**config.mk**
```make
export PLATFORM = sky130hd
export DESIGN_NAME = random_position_gen
export DESIGN_NICKNAME = d
export VERILOG_FILES = /design/src/rtl/randpos_pkg.sv /design/src/rtl/lfsr16.sv /design/src/rtl/random_position_gen.sv
export SDC_FILE = /design/constraint.sdc
export NUM_CORES = 1
export LEC_CHECK = 0
export BUFFER_PORTS_ARGS = -buffer_cell sky130_fd_sc_hd__buf_2
export CORE_AREA = 2 2 65 67
export DETAILED_ROUTE_END_ITERATION = 12
export DIE_AREA = 0 0 67 69
export PLACE_DENSITY = 0.74
export RECOVER_POWER = 100
export SYNTH_ARGS = -nofsm -noshare
export SYNTH_HDL_FRONTEND = slang
export SYNTH_HIERARCHICAL = 1
export SYNTH_SLANG_ARGS = --single-unit
```
**constraint.sdc**
```tcl
create_clock -name clk -period 2 [get_ports clk]
set_clock_uncertainty 0.2 [all_clocks]
set_input_delay 0.2 -clock clk [delete_from_list [all_inputs] [get_ports clk]]
set_output_delay 0.2 -clock clk [all_outputs]
set_load 0.005 [all_outputs]
```
**src/rtl/randpos_pkg.sv**
```systemverilog
// Shared types and constants for the random bonus-position generator.
package randpos_pkg;

   typedef enum logic [2:0] {
      IDLE,
      WAIT,
      DRAW,
      QUERY,
      CHECK,
      PUBLISH
   } state_e;

   localparam logic [15:0] LFSR_TAPS    = 16'hB400;
   localparam logic [15:0] DEFAULT_SEED = 16'hACE1;
   localparam int          X_W          = 5;
   localparam int          Y_W          = 4;

   // Right-shifting Galois step: the bit shifted out folds the taps back in.
   function automatic logic [15:0] lfsrNext(input logic [15:0] s);
      return {1'b0, s[15:1]} ^ (s[0] ? LFSR_TAPS : 16'h0000);
   endfunction

endpackage

```
**src/rtl/lfsr16.sv**
```systemverilog
// Free-running 16-bit Galois LFSR; a zero seed is replaced by DEFAULT_SEED and
// an all-zero state reloads the seed on the next cycle.
module lfsr16
   import randpos_pkg::*;
#(
   parameter logic [15:0] SEED = DEFAULT_SEED
) (
   input  logic        clk_i,
   input  logic        reset_i,
   output logic [15:0] state_o
);

   localparam logic [15:0] SEED_EFF = (SEED == 16'h0000) ? DEFAULT_SEED : SEED;

   logic [15:0] lfsr_q;
   logic [15:0] lfsr_d;

   always_comb begin
      lfsr_d = (lfsr_q == 16'h0000) ? SEED_EFF : lfsrNext(lfsr_q);
   end

   always_ff @(posedge clk_i) begin
      if (reset_i) lfsr_q <= SEED_EFF;
      else         lfsr_q <= lfsr_d;
   end

   assign state_o = lfsr_q;

endmodule

```
**src/rtl/random_position_gen.sv**
```systemverilog
// Draws random grid cells, screens them against range and map occupancy, and
// publishes the result with a one-cycle randomRise. Optional: RANDPOS_EXCLUDE_LAST_EN.
module random_position_gen
   import randpos_pkg::*;
#(
   parameter int             GRID_COLS   = 20,
   parameter int             GRID_ROWS   = 15,
   parameter int             PERIOD_SEC  = 8,
   parameter int             MAX_RETRIES = 8,
   parameter logic [X_W-1:0] FALLBACK_X  = 5'd4,
   parameter logic [Y_W-1:0] FALLBACK_Y  = 4'd4,
   parameter logic [15:0]    LFSR_SEED   = 16'hACE1
) (
   input  logic           clk,
   input  logic           reset,
   input  logic           enable,
   input  logic           one_sec,
   input  logic           trigger,
   input  logic           cell_occupied,
   output logic           query_valid,
   output logic [X_W-1:0] query_x,
   output logic [Y_W-1:0] query_y,
   output logic [X_W-1:0] randomX,
   output logic [Y_W-1:0] randomY,
   output logic           randomRise,
   output logic           busy
);

   localparam int             SEC_W  = $clog2(PERIOD_SEC + 1);
   localparam int             RET_W  = $clog2(MAX_RETRIES + 1);
   localparam logic [X_W:0]   COLS_L = (X_W + 1)'(GRID_COLS);
   localparam logic [Y_W:0]   ROWS_L = (Y_W + 1)'(GRID_ROWS);

   state_e           state_q, state_d;
   logic [SEC_W-1:0] sec_q, sec_d;
   logic [RET_W-1:0] retry_q, retry_d, retryInc;
   logic [X_W-1:0]   candX_q, candX_d, randX_q, randX_d;
   logic [Y_W-1:0]   candY_q, candY_d, randY_q, randY_d;
   logic [15:0]      lfsrState;
   logic             inRange, isRepeat, reject;
   logic             unusedLfsrBits;

   lfsr16 #(.SEED(LFSR_SEED)) uLfsr (
      .clk_i   (clk),
      .reset_i (reset),
      .state_o (lfsrState)
   );

   assign unusedLfsrBits = ^{lfsrState[15:12], lfsrState[7:5]};
   assign inRange  = ({1'b0, candX_q} < COLS_L) && ({1'b0, candY_q} < ROWS_L);
`ifdef RANDPOS_EXCLUDE_LAST_EN
   assign isRepeat = (candX_q == randX_q) && (candY_q == randY_q);
`else
   assign isRepeat = 1'b0;
`endif
   assign reject   = !inRange || isRepeat;
   assign retryInc = retry_q + RET_W'(1);

   always_comb begin
      state_d = state_q;
      sec_d   = sec_q;
      retry_d = retry_q;
      candX_d = candX_q;
      candY_d = candY_q;
      randX_d = randX_q;
      randY_d = randY_q;
      case (state_q)
         IDLE: begin
            sec_d   = '0;
            retry_d = '0;
            state_d = WAIT;
         end
         WAIT: begin
            if (trigger) begin
               state_d = DRAW;
            end else if (one_sec) begin
               if (sec_q == SEC_W'(PERIOD_SEC - 1)) begin
                  sec_d   = '0;
                  state_d = DRAW;
               end else begin
                  sec_d = sec_q + SEC_W'(1);
               end
            end
         end
         DRAW: begin
            if (reject) begin
               retry_d = retryInc;
               if (retryInc == RET_W'(MAX_RETRIES)) begin
                  randX_d = FALLBACK_X;
                  randY_d = FALLBACK_Y;
                  state_d = PUBLISH;
               end
            end else begin
               state_d = QUERY;
            end
         end
         QUERY: state_d = CHECK;
         CHECK: begin
            if (cell_occupied) begin
               retry_d = retryInc;
               if (retryInc == RET_W'(MAX_RETRIES)) begin
                  randX_d = FALLBACK_X;
                  randY_d = FALLBACK_Y;
                  state_d = PUBLISH;
               end else begin
                  state_d = DRAW;
               end
            end else begin
               randX_d = candX_q;
               randY_d = candY_q;
               state_d = PUBLISH;
            end
         end
         PUBLISH: begin
            retry_d = '0;
            sec_d   = '0;
            state_d = WAIT;
         end
         default: state_d = IDLE;
      endcase

      // Disable aborts everything without touching the published cell.
      if (!enable) begin
         state_d = IDLE;
         sec_d   = '0;
         retry_d = '0;
         randX_d = randX_q;
         randY_d = randY_q;
      end

      if (state_d == DRAW) begin
         candX_d = lfsrState[4:0];
         candY_d = lfsrState[11:8];
      end
   end

   always_ff @(posedge clk) begin
      if (reset) begin
         state_q <= IDLE;
         sec_q   <= '0;
         retry_q <= '0;
         candX_q <= '0;
         candY_q <= '0;
         randX_q <= FALLBACK_X;
         randY_q <= FALLBACK_Y;
      end else begin
         state_q <= state_d;
         sec_q   <= sec_d;
         retry_q <= retry_d;
         candX_q <= candX_d;
         candY_q <= candY_d;
         randX_q <= randX_d;
         randY_q <= randY_d;
      end
   end

   assign query_valid = (state_q == QUERY);
   assign query_x     = query_valid ? candX_q : '0;
   assign query_y     = query_valid ? candY_q : '0;
   assign randomX     = randX_q;
   assign randomY     = randY_q;
   assign randomRise  = (state_q == PUBLISH);
   assign busy        = (state_q == DRAW) || (state_q == QUERY) || (state_q == CHECK);

endmodule

```
Yosys cells after proc, flatten, opt, wreduce, memory -nomap -nowiden --
Cells that the tools add are included.
Storage, ports and cells: register bits after elaboration 45, latch bits 0, memory bits (writable) 0, memory bits (read-only) 0, bits of input ports 6, output and inout port bits 21, word-level logic and storage cells 67, memories 0
Cells by class: add/subtract/negate cells 2, multipliers 0, divide/modulo/power cells 0, $lt $le $gt $ge 2, eq/ne operators 12, shift-type cells 0, multiplexer cells 27, bitwise logic cells 2, reductions and logical operators 14
Operator list (count):
- 4-bit two-way mux | 9
- 3-bit two-way mux | 8
- 5-bit two-way mux | 4
- 16-bit logical NOT | 1
- 16-bit two-way mux | 1
- 4-bit case mux with 2 select lines | 2
- 15-bit by 16-bit bitwise XOR with 16-bit output | 1
- 3-bit case mux with 5 select lines | 1
- 4-bit case mux with 3 select lines | 1
- 5-bit case mux with 2 select lines | 1
- 3-bit by 2-bit == test with 1-bit output, second input constant | 3
- 3-bit AND reduction | 3
- 4-bit by 1-bit adder with 4-bit output, second input constant | 2
- 2-bit != test, second input constant | 4
- 3-bit == test, second input constant | 2
- 2-bit OR reduction | 3
- 5-bit less-than comparator, second input constant | 1
- 4-bit by 3-bit == test with 1-bit output, second input constant | 1
- 4-bit == test, second input constant | 1
- 4-bit less-than comparator, second input constant | 1
- 2-bit nonzero test | 2
- 3-bit by 1-bit == test with 1-bit output, second input constant | 1
- 3-bit logical NOT | 1
- 3-bit nonzero test | 1
- other kinds (3) | 4

Logic depth before layout (Yosys ltp) --
word-level depth 7, gate-level depth with buffers 7, mapped depth without buffers 6

Modules after synthesis --
Netlist, hierarchy kept.
By module, submodules not included:
- random_position_gen | instances 1, cells an instance 167, area an instance 1480.2 µm², seq. area each 580.6 µm²
- lfsr16 | instances 1, cells an instance 41, area an instance 499.2 µm², seq. area each 320.3 µm²

Worst setup path before layout --
OpenSTA, ideal clock, no wires.
path kind reg-to-reg, from reg sec_q[0], to reg candX_q[0], setup time 0.072 ns, arrival time 1.520 ns, required time 1.728 ns, slack 0.209 ns, cell stages (with the launch flop) 8, buffers on the path 1, period minus slack after synthesis 1.791 ns, path through dfxtp_1 > ha_1 > and3b_1 > a21o_1 > nand3_1 > a311oi_2 > buf_6 > mux2i_1
Between the ends: cells in the longest elaborated chain, start to end 7
Ends and longest elaborated chain:
- start: declaration | RTL line random_position_gen.sv:35 | logic [SEC_W-1:0] sec_q, sec_d;
- start signal: assignment | RTL line random_position_gen.sv:140 | sec_q <= '0;
- start signal: assignment | RTL line random_position_gen.sv:148 | sec_q <= sec_d;
- 4-bit by 3-bit == test with 1-bit output | RTL line random_position_gen.sv:77 | if (sec_q == SEC_W'(PERIOD_SEC - 1)) begin
- 3-bit two-way mux | RTL line random_position_gen.sv:77
- 3-bit two-way mux | RTL line random_position_gen.sv:76 | end else if (one_sec) begin
- 3-bit two-way mux | RTL line random_position_gen.sv:74 | if (trigger) begin
- 3-bit case mux with 5 select lines | RTL line random_position_gen.sv:67 | case (state_q)
- 3-bit two-way mux | RTL line random_position_gen.sv:123 | if (!enable) begin
- 3-bit by 2-bit == test with 1-bit output | RTL line random_position_gen.sv:131 | if (state_d == DRAW) begin
- end signal: assignment | RTL line random_position_gen.sv:150 | candX_q <= candX_d;
- end: declaration | RTL line random_position_gen.sv:37 | logic [X_W-1:0] candX_q, candX_d, randX_q, randX_d;
Every way passes these cells. A chain may end at the register's enable or synchronous reset.

Final worst setup path --
from reg retry_q[0], to reg randX_q[3] (netlist: randomX[3])
Between the ends: cells in the longest elaborated chain, start to end 5, elaborated cells between the ends (all ways) 6, those cells by class add/sub: 1; eq/ne: 1; mux: 4
Ends and longest elaborated chain:
- start: declaration | RTL line random_position_gen.sv:36 | logic [RET_W-1:0] retry_q, retry_d, retryInc;
- start signal: assignment | RTL line random_position_gen.sv:149 | retry_q <= retry_d;
- 4-bit by 1-bit adder with 4-bit output (*) | RTL line random_position_gen.sv:57 | assign retryInc = retry_q + RET_W'(1);
- 4-bit == test (*) | RTL line random_position_gen.sv:88, random_position_gen.sv:101
- 5-bit two-way mux (*)
- 5-bit two-way mux (on tied branches)
- 5-bit case mux with 2 select lines (*)
- end signal: assignment | RTL line random_position_gen.sv:152 | randX_q <= randX_d;
- end: declaration | RTL line random_position_gen.sv:37
Mark *: on every way between the ends. The rest lies on a longest branch, timed or not. The select of a mux whose other input is x is not followed.

==> impl_metrics.yaml <==
finish:
  syn2layout_area_growth_pct: 16.18
  antenna_cells: 0
  design_area_um2: 2300
  drive_above_1_share_pct: 22.31
  nets: 249
  nFillCells: 361
global_route:
  groute.usage.overall_pct: 17.77
  grt_pass1_wl_um: 6396
  grt.overflow.total: 0
  grt_max_degree: 37
  grt_pass1_vias: 1411
  antenna_found_initial: 0
synthesis:
  synth_top_area_share_pct: 45.51
  synth_edf_count: 0
  ys_seq_area_share_pct: 45.51
  syn_avg_cell_area_um2: 9.516
  synthFlopType: "dfxtp_1"
  post-synth-top-count-cell: "dfxtp_1"
  synth_area_um2: 1979
  synthArstFlopShare_pct: 0
  synthTopCellsByArea: "dfxtp_1 46%, nand2b_1 6.3%, mux2i_1 5.6%"
  syn-instance-count: 208
  ys_ff_latch: 45
  yosysTopAreaCell: "dfxtp_1"
  synth_commonest_cells: "45 x dfxtp_1, 20 x nand2b_1, 12 x nand2_1"
  ys.warnings.count: 6
  synthDistinctLibCells: 43
  synth_nets: 216
floorplan:
  die_area_um2: 4623
  std_cell_rows: 23
  core_um2: 3914
  dieWidth_um: 67
  ioPinCount: 27
  die_h_um: 69
  start_util_pct: 50.58
worst_setup_path:
  critPathArrivalTime_ns: 1.95
  critPathKind: "flop to flop"
  worst_path_largest_cell_delay_ns: 0.40
  crit_slowest_cell: "a21oi_2"
  worstSetupEndpointType: "flop"
  critical_path_peak_fanout: 9
  path_cells: "and3b_1, o211ai_4, buf_4, o31ai_1, a21oi_2, a22o_1"
  cp.required_ns: 2.04
  start_kind: "flop"
power_and_ir_drop:
  peakVddDrop_mv: 0.5156
  cellPowerDensity_nw_per_um2: 702.6
  p_leak_nw: 0.9491
  power_mw: 1.616
sta:
  setup_viol: 0
  finalMaxSlewViolations: 0
  finalSetupTns_ns: 0
  hold_violations: 0
  period_share_pct: 95.58
  slew_headroom_pct: 45.60
  fin_crit_ns: 1.912
  setup_slack_ns: 0.08839
  worst_pin_slew_ns: 0.8098
  fmax_mhz: 523.1
  hold-worst-slack_ns: 0.09858
cts:
  cts_hold_buf: 0
  htree_levels: 2
  clkTransAtPathRegs_ns: 0.08
  cts_made_buffers: 5
  cts_tree: "yes"
  insertion_delay_ns: 0.30
  clockRootBuffer: "clkbuf_8"
  clock_sinks: 45
  cts_max_path_buffers: 2
drt:
  wl_per_cell_um: 13.50
  viasPerCell: 5.243
  drt-initial-drc-count: 86
  first_pass_iters: 4
  route.vias.total: 1531
  drt_wl_total_um: 3943
  route.detailed.drc: 0
  ant_nets: 0
hold_path:
  hold_class: "input port to flop"
place:
  hpwl_um: 2794
  dp_slack_ns: 0.03681
  placed_area_um2: 2168
  place.gp.congestion: 0.8101
  numPortBuffers: 26
outcome:
  status: "finished clean"
job:
  max_cap_viol_count: 0
==> path summary, 6_finish.rpt <==
check,to,slack [ns],cells after the start,startpoint
setup / recovery,randomX[3],0.09,6,retry_q[0]
hold reg to reg,randomX[2],0.25,2,randomX[2]
hold / removal,randomY[2],0.1,3,cell_occupied
setup reg to reg,randomX[3],0.09,6,retry_q[0]
==> cell type report <==
type / count / area [um^2] / area share (%)
multi-input combinational: 149 / 1027 / 44.67
sequential: 45 / 907.1 / 39.44
timing repair buffer: 36 / 200.2 / 8.705
clock buffer: 6 / 72.57 / 3.156
tap: 50 / 62.56 / 2.720
clock inverter: 2 / 15.01 / 0.6529
inverter: 4 / 15.01 / 0.6529
==> where the power goes <==
part           switching, mW  internal [mW]  total (mW)
clock                  0.306          0.246       0.553
sequential            0.0279          0.924       0.952
combinational         0.0589         0.0523       0.111
total                  0.393           1.22        1.62
==> repair_timing <==
| action | 4_1_cts | 5_1_grt |
|---|---|---|
| endpoints found under the setup margin | 0 | 9 |
| setup buffers | 0 | 4 |
| gates resized for setup | 0 | 8 |
| endpoints found under the hold margin | 0 | 0 |
==> logic make-up after synthesis <==
kind of cell / synth area share (%)
buffers and inverters: 3.223
multiplexers: 6.132
AND/OR/NAND/NOR: 30.09
adder cells (fa/ha/maj): 1.264
AO/OA/AOI/OAI: 12.01
flip-flops: 45.51
XOR/XNOR: 1.770
==> critical path: cells and delay by family (launching register included) <==
| kind | cells | cell delay (ns) |
|---|---|---|
| buf+inv | 1 | 0.16 |
| flops | 1 | 0.35 |
| simple gates | 1 | 0.21 |
| compound gates | 4 | 0.94 |
==> metrics by stage <==
| step | instances | util (%) |
|---|---|---|
| floorplan | 208 | - |
| global placement | 280 | 55.40 |
| detailed placement | 280 | 55.40 |
| CTS | 288 | 57.64 |
| global route | 292 | 58.76 |
| finish | 292 | 58.76 |
==> cells in the final DEF (no fill, tap or decap), types with 3 or more instances in the layout <==
master,netlist,layout
a21oi_1,9,9
a22o_1,7,7
and2_1,4,4
and3_1,11,11
buf_2,3,22
buf_4,0,10
clkbuf_1,5,5
clkbuf_8,0,5
dfxtp_1,45,40
dfxtp_2,0,5
inv_1,4,4
mux2i_1,11,11
nand2_1,12,12
nand2b_1,20,20
nand3_1,6,6
nor2_1,11,11
nor2b_1,8,8
nor4_1,5,5
o21ai_0,3,3
or3_1,11,11
xor2_1,3,3
==> state kept, by name, indices dropped and copies added (netlist names) <==
| signal | cells |
|---|---|
| randomY | 4 |
| candY_q | 4 |
| sec_q | 4 |
| retry_q | 4 |
| state_q | 3 |
| candX_q | 5 |
| randomX | 5 |
| uLfsr/state_o | 16 |
==> per-layer routing <==
| metal | wire [um] | vias up | track usage (%) |
|---|---|---|---|
| li1 | - | 794 | - |
| met1 | 2020 | 701 | 24.17 |
| met2 | 1712 | 30 | 26.40 |
| met3 | 134 | 6 | 4.405 |
| met4 | 75 | 0 | 7.710 |
| met5 | 0 | - | 0 |
Power figures use the tool's default switching activity.
